==> src/rtl/i2c_pkg.sv <==
// ============================================================================
//  Module      : i2c_pkg
//  Description : Shared state encoding and bus constants for the I2C slave.
//  Revision    : 1.0  initial release
// ============================================================================
`default_nettype none

package i2c_pkg;

   typedef enum logic [3:0] {
      ST_IDLE      = 4'd0,
      ST_ADDR      = 4'd1,
      ST_ADDR_ACK  = 4'd2,
      ST_PTR       = 4'd3,
      ST_PTR_ACK   = 4'd4,
      ST_WDATA     = 4'd5,
      ST_WDATA_ACK = 4'd6,
      ST_RDATA     = 4'd7,
      ST_RDATA_ACK = 4'd8,
      ST_WAIT_STOP = 4'd9
   } i2c_slv_state_t;

   localparam logic [6:0] I2C_GENERAL_CALL_ADDR = 7'h00;
   localparam logic [7:0] I2C_GC_RESET_CMD      = 8'h06;
   localparam logic       I2C_ACK               = 1'b0;
   localparam logic       I2C_NACK              = 1'b1;

endpackage

`default_nettype wire

==> src/rtl/i2c_line_sync.sv <==
// ============================================================================
//  Module      : i2c_line_sync
//  Description : SCL/SDA synchroniser with SCL edge and START/STOP detection.
//  Revision    : 1.0  initial release
// ============================================================================
`default_nettype none

module i2c_line_sync #(
   parameter int SYNC_STAGES = 2
) (
   input  logic clk,
   input  logic rst,
   input  logic scl_i,
   input  logic sda_i,
   output logic sda,
   output logic scl_rise,
   output logic scl_fall,
   output logic start_det,
   output logic stop_det
);

   logic [SYNC_STAGES-1:0] scl_sync_q, scl_sync_d;
   logic [SYNC_STAGES-1:0] sda_sync_q, sda_sync_d;
   logic                   scl_prev_q, scl_prev_d;
   logic                   sda_prev_q, sda_prev_d;
   logic                   scl;

   always_comb begin
      scl_sync_d = {scl_sync_q[SYNC_STAGES-2:0], scl_i};
      sda_sync_d = {sda_sync_q[SYNC_STAGES-2:0], sda_i};
      scl_prev_d = scl_sync_q[SYNC_STAGES-1];
      sda_prev_d = sda_sync_q[SYNC_STAGES-1];
   end

   // Reset to the idle-bus level so leaving reset never fakes an edge.
   always_ff @(posedge clk) begin
      if (rst) begin
         scl_sync_q <= '1;
         sda_sync_q <= '1;
         scl_prev_q <= 1'b1;
         sda_prev_q <= 1'b1;
      end else begin
         scl_sync_q <= scl_sync_d;
         sda_sync_q <= sda_sync_d;
         scl_prev_q <= scl_prev_d;
         sda_prev_q <= sda_prev_d;
      end
   end

   assign scl       = scl_sync_q[SYNC_STAGES-1];
   assign sda       = sda_sync_q[SYNC_STAGES-1];
   assign scl_rise  =  scl & ~scl_prev_q;
   assign scl_fall  = ~scl &  scl_prev_q;
   assign start_det =  scl &  scl_prev_q &  sda_prev_q & ~sda;
   assign stop_det  =  scl &  scl_prev_q & ~sda_prev_q &  sda;

endmodule

`default_nettype wire

==> src/rtl/i2c_slave_regfile.sv <==
// ============================================================================
//  Module      : i2c_slave_regfile
//  Description : Oversampled I2C slave exposing an 8-bit register file.
//                Optional general-call reset: define I2C_SLV_GENERAL_CALL_EN.
//  Revision    : 1.0  initial release
// ============================================================================
`default_nettype none

module i2c_slave_regfile
   import i2c_pkg::*;
#(
   parameter logic [6:0] SLAVE_ADDR  = 7'h2B,
   parameter int         NUM_REGS    = 16,
   parameter int         SYNC_STAGES = 2,
   localparam int        PTR_W       = $clog2(NUM_REGS)
) (
   input  logic             clk,
   input  logic             rst,
   input  logic             scl_i,
   input  logic             sda_i,
   output logic             sda_oe,
   input  logic [PTR_W-1:0] host_addr,
   input  logic             host_we,
   input  logic [7:0]       host_wdata,
   output logic [7:0]       host_rdata,
   output logic             wr_strobe,
   output logic [PTR_W-1:0] wr_index,
   output logic [7:0]       wr_data,
   output logic             busy
);

   localparam logic [8:0] NUM_REGS_W = 9'(NUM_REGS);

   logic sda, scl_rise, scl_fall, start_det, stop_det;

   i2c_line_sync #(.SYNC_STAGES(SYNC_STAGES)) u_line_sync (
      .clk       (clk),
      .rst       (rst),
      .scl_i     (scl_i),
      .sda_i     (sda_i),
      .sda       (sda),
      .scl_rise  (scl_rise),
      .scl_fall  (scl_fall),
      .start_det (start_det),
      .stop_det  (stop_det)
   );

   i2c_slv_state_t  state_q, state_d;
   logic [2:0]       bit_cnt_q, bit_cnt_d;
   logic [7:0]       shift_q, shift_d;
   logic             phase_q, phase_d;
   logic             mack_q, mack_d;
   logic             gc_q, gc_d;
   logic [PTR_W-1:0] ptr_q, ptr_d;
   logic             sda_oe_q, sda_oe_d;
   logic             busy_q, busy_d;
   logic             wr_strobe_q, wr_strobe_d;
   logic [PTR_W-1:0] wr_index_q, wr_index_d;
   logic [7:0]       wr_data_q, wr_data_d;
   logic [7:0]       host_rdata_q, host_rdata_d;
   logic [7:0]       regs_q [NUM_REGS];
   logic [7:0]       regs_d [NUM_REGS];
   logic [7:0]       byte_in;
   logic [PTR_W-1:0] ptr_inc;

   // ACK states use phase: first SCL fall drives the ACK slot, second ends it.
   always_comb begin
      byte_in      = {shift_q[6:0], sda};
      ptr_inc      = ptr_q + PTR_W'(1);
      state_d      = state_q;
      bit_cnt_d    = bit_cnt_q;
      shift_d      = shift_q;
      phase_d      = phase_q;
      mack_d       = mack_q;
      gc_d         = gc_q;
      ptr_d        = ptr_q;
      sda_oe_d     = sda_oe_q;
      busy_d       = busy_q;
      wr_strobe_d  = 1'b0;
      wr_index_d   = wr_index_q;
      wr_data_d    = wr_data_q;
      host_rdata_d = regs_q[host_addr];
      regs_d       = regs_q;
      if (host_we)
         regs_d[host_addr] = host_wdata;

      if (stop_det) begin
         state_d  = ST_IDLE;
         sda_oe_d = 1'b0;
         busy_d   = 1'b0;
      end else if (start_det) begin
         state_d   = ST_ADDR;
         bit_cnt_d = 3'd7;
         sda_oe_d  = 1'b0;
         gc_d      = 1'b0;
      end else begin
         case (state_q)
            ST_ADDR: if (scl_rise) begin
               shift_d   = byte_in;
               bit_cnt_d = bit_cnt_q - 3'd1;
               if (bit_cnt_q == 3'd0) begin
                  phase_d = 1'b0;
                  if (byte_in[7:1] == SLAVE_ADDR) begin
                     state_d = ST_ADDR_ACK;
                     busy_d  = 1'b1;
                  end
`ifdef I2C_SLV_GENERAL_CALL_EN
                  else if (byte_in == {I2C_GENERAL_CALL_ADDR, 1'b0}) begin
                     state_d = ST_ADDR_ACK;
                     busy_d  = 1'b1;
                     gc_d    = 1'b1;
                  end
`endif
                  else begin
                     state_d = ST_WAIT_STOP;
                  end
               end
            end
            ST_ADDR_ACK: if (scl_fall) begin
               if (!phase_q) begin
                  sda_oe_d = ~I2C_ACK;
                  phase_d  = 1'b1;
               end else begin
                  bit_cnt_d = 3'd7;
                  if (shift_q[0]) begin
                     state_d  = ST_RDATA;
                     shift_d  = regs_q[ptr_q];
                     sda_oe_d = ~regs_q[ptr_q][7];
                  end else begin
                     state_d  = ST_PTR;
                     sda_oe_d = 1'b0;
                  end
               end
            end
            ST_PTR: if (scl_rise) begin
               shift_d   = byte_in;
               bit_cnt_d = bit_cnt_q - 3'd1;
               if (bit_cnt_q == 3'd0) begin
                  phase_d = 1'b0;
                  state_d = (gc_q || ({1'b0, byte_in} < NUM_REGS_W)) ? ST_PTR_ACK : ST_WAIT_STOP;
               end
            end
            ST_PTR_ACK: if (scl_fall) begin
               if (!phase_q) begin
                  sda_oe_d = ~I2C_ACK;
                  phase_d  = 1'b1;
                  if (gc_q) begin
                     if (shift_q == I2C_GC_RESET_CMD) begin
                        regs_d = '{default: '0};
                        ptr_d  = '0;
                     end
                  end else begin
                     ptr_d = shift_q[PTR_W-1:0];
                  end
               end else begin
                  sda_oe_d  = 1'b0;
                  bit_cnt_d = 3'd7;
                  state_d   = gc_q ? ST_WAIT_STOP : ST_WDATA;
               end
            end
            ST_WDATA: if (scl_rise) begin
               shift_d   = byte_in;
               bit_cnt_d = bit_cnt_q - 3'd1;
               if (bit_cnt_q == 3'd0) begin
                  regs_d[ptr_q] = byte_in;
                  wr_strobe_d   = 1'b1;
                  wr_index_d    = ptr_q;
                  wr_data_d     = byte_in;
                  state_d       = ST_WDATA_ACK;
                  phase_d       = 1'b0;
               end
            end
            ST_WDATA_ACK: if (scl_fall) begin
               if (!phase_q) begin
                  sda_oe_d = ~I2C_ACK;
                  phase_d  = 1'b1;
               end else begin
                  sda_oe_d  = 1'b0;
                  bit_cnt_d = 3'd7;
                  ptr_d     = ptr_inc;
                  state_d   = ST_WDATA;
               end
            end
            ST_RDATA: begin
               if (scl_rise) begin
                  bit_cnt_d = bit_cnt_q - 3'd1;
                  if (bit_cnt_q == 3'd0) begin
                     state_d = ST_RDATA_ACK;
                     phase_d = 1'b0;
                  end
               end else if (scl_fall) begin
                  shift_d  = {shift_q[6:0], 1'b0};
                  sda_oe_d = ~shift_q[6];
               end
            end
            ST_RDATA_ACK: begin
               if (scl_rise) begin
                  mack_d = sda;
               end else if (scl_fall) begin
                  if (!phase_q) begin
                     sda_oe_d = 1'b0;
                     phase_d  = 1'b1;
                  end else if (mack_q == I2C_ACK) begin
                     ptr_d     = ptr_inc;
                     shift_d   = regs_q[ptr_inc];
                     sda_oe_d  = ~regs_q[ptr_inc][7];
                     bit_cnt_d = 3'd7;
                     state_d   = ST_RDATA;
                  end else begin
                     sda_oe_d = 1'b0;
                     state_d  = ST_WAIT_STOP;
                  end
               end
            end
            default: ;
         endcase
      end
   end

   always_ff @(posedge clk) begin
      if (rst) begin
         state_q      <= ST_IDLE;
         bit_cnt_q    <= 3'd7;
         shift_q      <= 8'h00;
         phase_q      <= 1'b0;
         mack_q       <= 1'b1;
         gc_q         <= 1'b0;
         ptr_q        <= '0;
         sda_oe_q     <= 1'b0;
         busy_q       <= 1'b0;
         wr_strobe_q  <= 1'b0;
         wr_index_q   <= '0;
         wr_data_q    <= 8'h00;
         host_rdata_q <= 8'h00;
         regs_q       <= '{default: '0};
      end else begin
         state_q      <= state_d;
         bit_cnt_q    <= bit_cnt_d;
         shift_q      <= shift_d;
         phase_q      <= phase_d;
         mack_q       <= mack_d;
         gc_q         <= gc_d;
         ptr_q        <= ptr_d;
         sda_oe_q     <= sda_oe_d;
         busy_q       <= busy_d;
         wr_strobe_q  <= wr_strobe_d;
         wr_index_q   <= wr_index_d;
         wr_data_q    <= wr_data_d;
         host_rdata_q <= host_rdata_d;
         regs_q       <= regs_d;
      end
   end

   // Reset releases the pad immediately rather than one clock later.
   assign sda_oe     = sda_oe_q & ~rst;
   assign busy       = busy_q;
   assign wr_strobe  = wr_strobe_q;
   assign wr_index   = wr_index_q;
   assign wr_data    = wr_data_q;
   assign host_rdata = host_rdata_q;

endmodule

`default_nettype wire
==> config.mk <==
export PLATFORM = sky130hd
export DESIGN_NAME = i2c_slave_regfile
export DESIGN_NICKNAME = d
export VERILOG_FILES = /design/src/rtl/i2c_pkg.sv /design/src/rtl/i2c_line_sync.sv /design/src/rtl/i2c_slave_regfile.sv
export SDC_FILE = /design/constraint.sdc
export NUM_CORES = 1
export LEC_CHECK = 0
export ABC_AREA = 1
export ABC_CLOCK_PERIOD_IN_PS = 3400
export CAP_MARGIN = 15
export CORE_AREA = 3 3 149 151
export DETAILED_ROUTE_END_ITERATION = 8
export DIE_AREA = 0 0 152 154
export GPL_ROUTABILITY_DRIVEN = 0
export HOLD_SLACK_MARGIN = 0.1
export PLACE_DENSITY = 0.8
export SETUP_SLACK_MARGIN = 0.4
export SLEW_MARGIN = 30
export SYNTH_ARGS = -nofsm -noshare
export SYNTH_HDL_FRONTEND = slang
export SYNTH_SLANG_ARGS = --single-unit
==> constraint.sdc <==
create_clock -name clk -period 3.4 [get_ports clk]
set_clock_uncertainty 0.2 [all_clocks]
set_input_delay 0.68 -clock clk [delete_from_list [all_inputs] [get_ports clk]]
set_output_delay 0.68 -clock clk [all_outputs]
set_load 0.01 [all_outputs]
==> out/qor.txt <==
Commonest non-fill, non-tap cell in the layout - o21ai_0
Seq/Total Area, Yosys - 30.70%
Avg WL per Cell - 21.05 um
Endpoint class of the critical path - register
Total power - 8.273 mW
Mux contribution to synthesized area - 0%
Pwr/cell area - 654.0 mW/mm2
Initial antenna violation count - 1
Final Critical Period - 2.760 ns
TritonCTS Sinks - 177
Post-CTS Setup Bufs - 0
Layout Nets - 1851
Synthesized flop and latch total - 177
GRT Residual Overflow - 0
Die Y-Extent - 154 um
Share of layout cells above drive strength 1 - 8.202%
Cell area after synthesis - 0.01154 mm2
Setup TNS Final - 0 ns
FILL cells - 2016
Worst VDD drop - 0.8039 mV
Fin crit share - 81.17%
Final setup fails - 0
Synth Area in Adders - 0.6505%
XOR/XNOR Fraction of Synth Area - 0.4987%
Vias in the first global route - 12190
First-pass GRT wire length - 68080 um
IO Pins - 40
Die area - 0.02341 mm2
Pleak - 4.766 nW
Max-Slew Margin vs Limit - 37.47%
Total CTS buffers - 17
DRT antenna net count - 0
CP Class - register to register
R2R Path Start - u_line_sync.sda_sync_q[1]
Peak Freq - 0.3624 GHz
Nature of the critical path startpoint - register
All-layer global routing usage - 36.54%
Max H-tree Level - 4
Max clock buf depth - 2
Die width - 152 um
Core ar. - 0.02096 mm2
Hold_buf cts - 0
Crit path max fanout - 15
Hold Crit Start - u_line_sync.scl_sync_q[0]
Synthesized Nets - 1876
Ant diodes - 0
Clk root buf - clkbuf_16
DRC violations left - 0
HPWL after detailed placement - 29530 um
Post-CTS sizing - 0
Final WL - 44540 um
Worst-Skew Late Latency - 0.45 ns
Hold Vio Cnt, Final - 0
Leading cell types in the layout, fill and taps excluded - o21ai_0 (400), nand2_1 (365), a21oi_1 (249)
Mean number of vias per cell - 6.419
Post-synth top flop - dfxtp_1
Via Count - 13580
First-iteration detailed-routing DRC count - 2406
Mapped Avg Cell Area - 6.228 um2
Crit path required time - 3.58 ns
Final Max Slew Viols - 0
WP data arrival - 2.94 ns
Starting Density - 55.08%
Layout area overhead - 9.605%
Pin count of the biggest net entering global routing - 96
PortBufs - 39
Main combinational cell family by area after synthesis - compound AO/OA/AOI/OAI gates
CTS clk-pin slew, worst paths - 0.07 ns
Placed Cells - 2084
RSZ-0062 raised after global routing - no
CP startpoint - u_line_sync.sda_sync_q[1]
# rows - 53
Synth async-reset ratio - 0%
Status - completed
Hold WC Path Type - register to register
Max-Cap Viols - 0
Final WS setup - 0.6403 ns
Post-synth EDFFs - 0
Post-Synth Simple-Gate Area - 22.14%
Slew @ Worst Pin - 0.9379 ns
Initial DRT Pass Iterations - 7
Post-route insts no fill - 2116
Post-Synthesis Cells - 1853
Ys Warns - 0
Worst Setup Slack post-DPL - 0.4678 ns
Compound-gate portion of the synthesized area - 34.44%
Core Util, Final - 60.37%
Netlist cell types - 39
CTS tree - done
==> report_power, final <==
group,internal [mW],leakage [nW],switching [mW],total (mW)
sequential,2.20,1.43,0.135,2.33
clock,0.973,0.278,0.988,1.96
combinational,1.07,3.06,2.91,3.98
total,4.24,4.77,4.03,8.27
==> per-layer routing <==
metal / track usage [%] / routed length [um]
met1: 46.73 / 16530
met2: 53.28 / 17860
met3: 11.85 / 6669
met4: 22.82 / 3476
met5: 0 / 0
==> Yosys cell counts (17+ instances only) <==
library cell / instances / area, um2
a21oi_1: 249 / 1246
buf_1: 17 / 63.81
buf_2: 35 / 175.2
clkbuf_1: 62 / 232.7
dfxtp_1: 177 / 3543
inv_1: 167 / 626.9
nand2_1: 365 / 1370
nand3_1: 89 / 445.4
nor2_1: 62 / 232.7
o211ai_1: 24 / 180.2
o21ai_0: 400 / 2002
o21ai_1: 27 / 135.1
o22ai_1: 56 / 350.3
==> sequential cells by signal, summed over array words and instances (netlist names) <==
signal	flops
bit_cnt_q	3
wr_index	4
wr_data	8
ptr_q	4
wr_strobe	1
u_line_sync.sda_sync_q	2
mack_q	1
host_rdata	8
u_line_sync.sda_prev_q	1
u_line_sync.scl_sync_q	2
sda_oe_q	1
busy	1
state_q	4
shift_q	7
phase_q	1
u_line_sync.scl_prev_q	1
regs_q	128
==> kinds of logic after synthesis <==
logic type	after synthesis
buffers and inverters	323
xor gates and xnor gates	4
AOI/OAI and AO/OA	765
DFF	177
adders and majority gates	6
and+or+nand+nor	578
==> area by class of cell <==
cell class,count,area (um2),area share [%]
Timing Repair Buffer,91,818.3,6.469
Multi-Input combinational cell,1353,6663,52.67
Inverter,188,706.9,5.589
Clock inverter,15,145.1,1.147
Tap cell,275,344.1,2.720
Clock buffer,17,425.4,3.363
Sequential cell,177,3547,28.04
==> per-stage QoR <==
step | area [um2] | hold slack, ns
2_1_floorplan | 11540 | 0.1895
3_5_place_dp | 12080 | 0.1959
6_report | 12650 | 0.2142
5_1_grt | 12650 | 0.2350
4_1_cts | 12650 | 0.2139
3_3_place_gp | 12080 | 0.1917
==> critical path: stages (launching register included) <==
cell and delay (ns):
dfxtp_1 0.31, inv_1 0.22, nand3_1 0.48, nand2_2 0.22, nor2_8 0.21, inv_2 0.11, nor2_2 0.59, o21ai_0 0.19
a21oi_1 0.14
==> final timing paths <==
check                                                  to  depth (start not counted)  slack (ns)
worst min register to register  u_line_sync.scl_sync_q[1]                          1        0.21
worst max-delay path                           regs_q[63]                          8        0.64
worst min-delay path            u_line_sync.scl_sync_q[1]                          1        0.21
worst max register to register                 regs_q[63]                          8        0.64
Power figures use the tool's default switching activity.
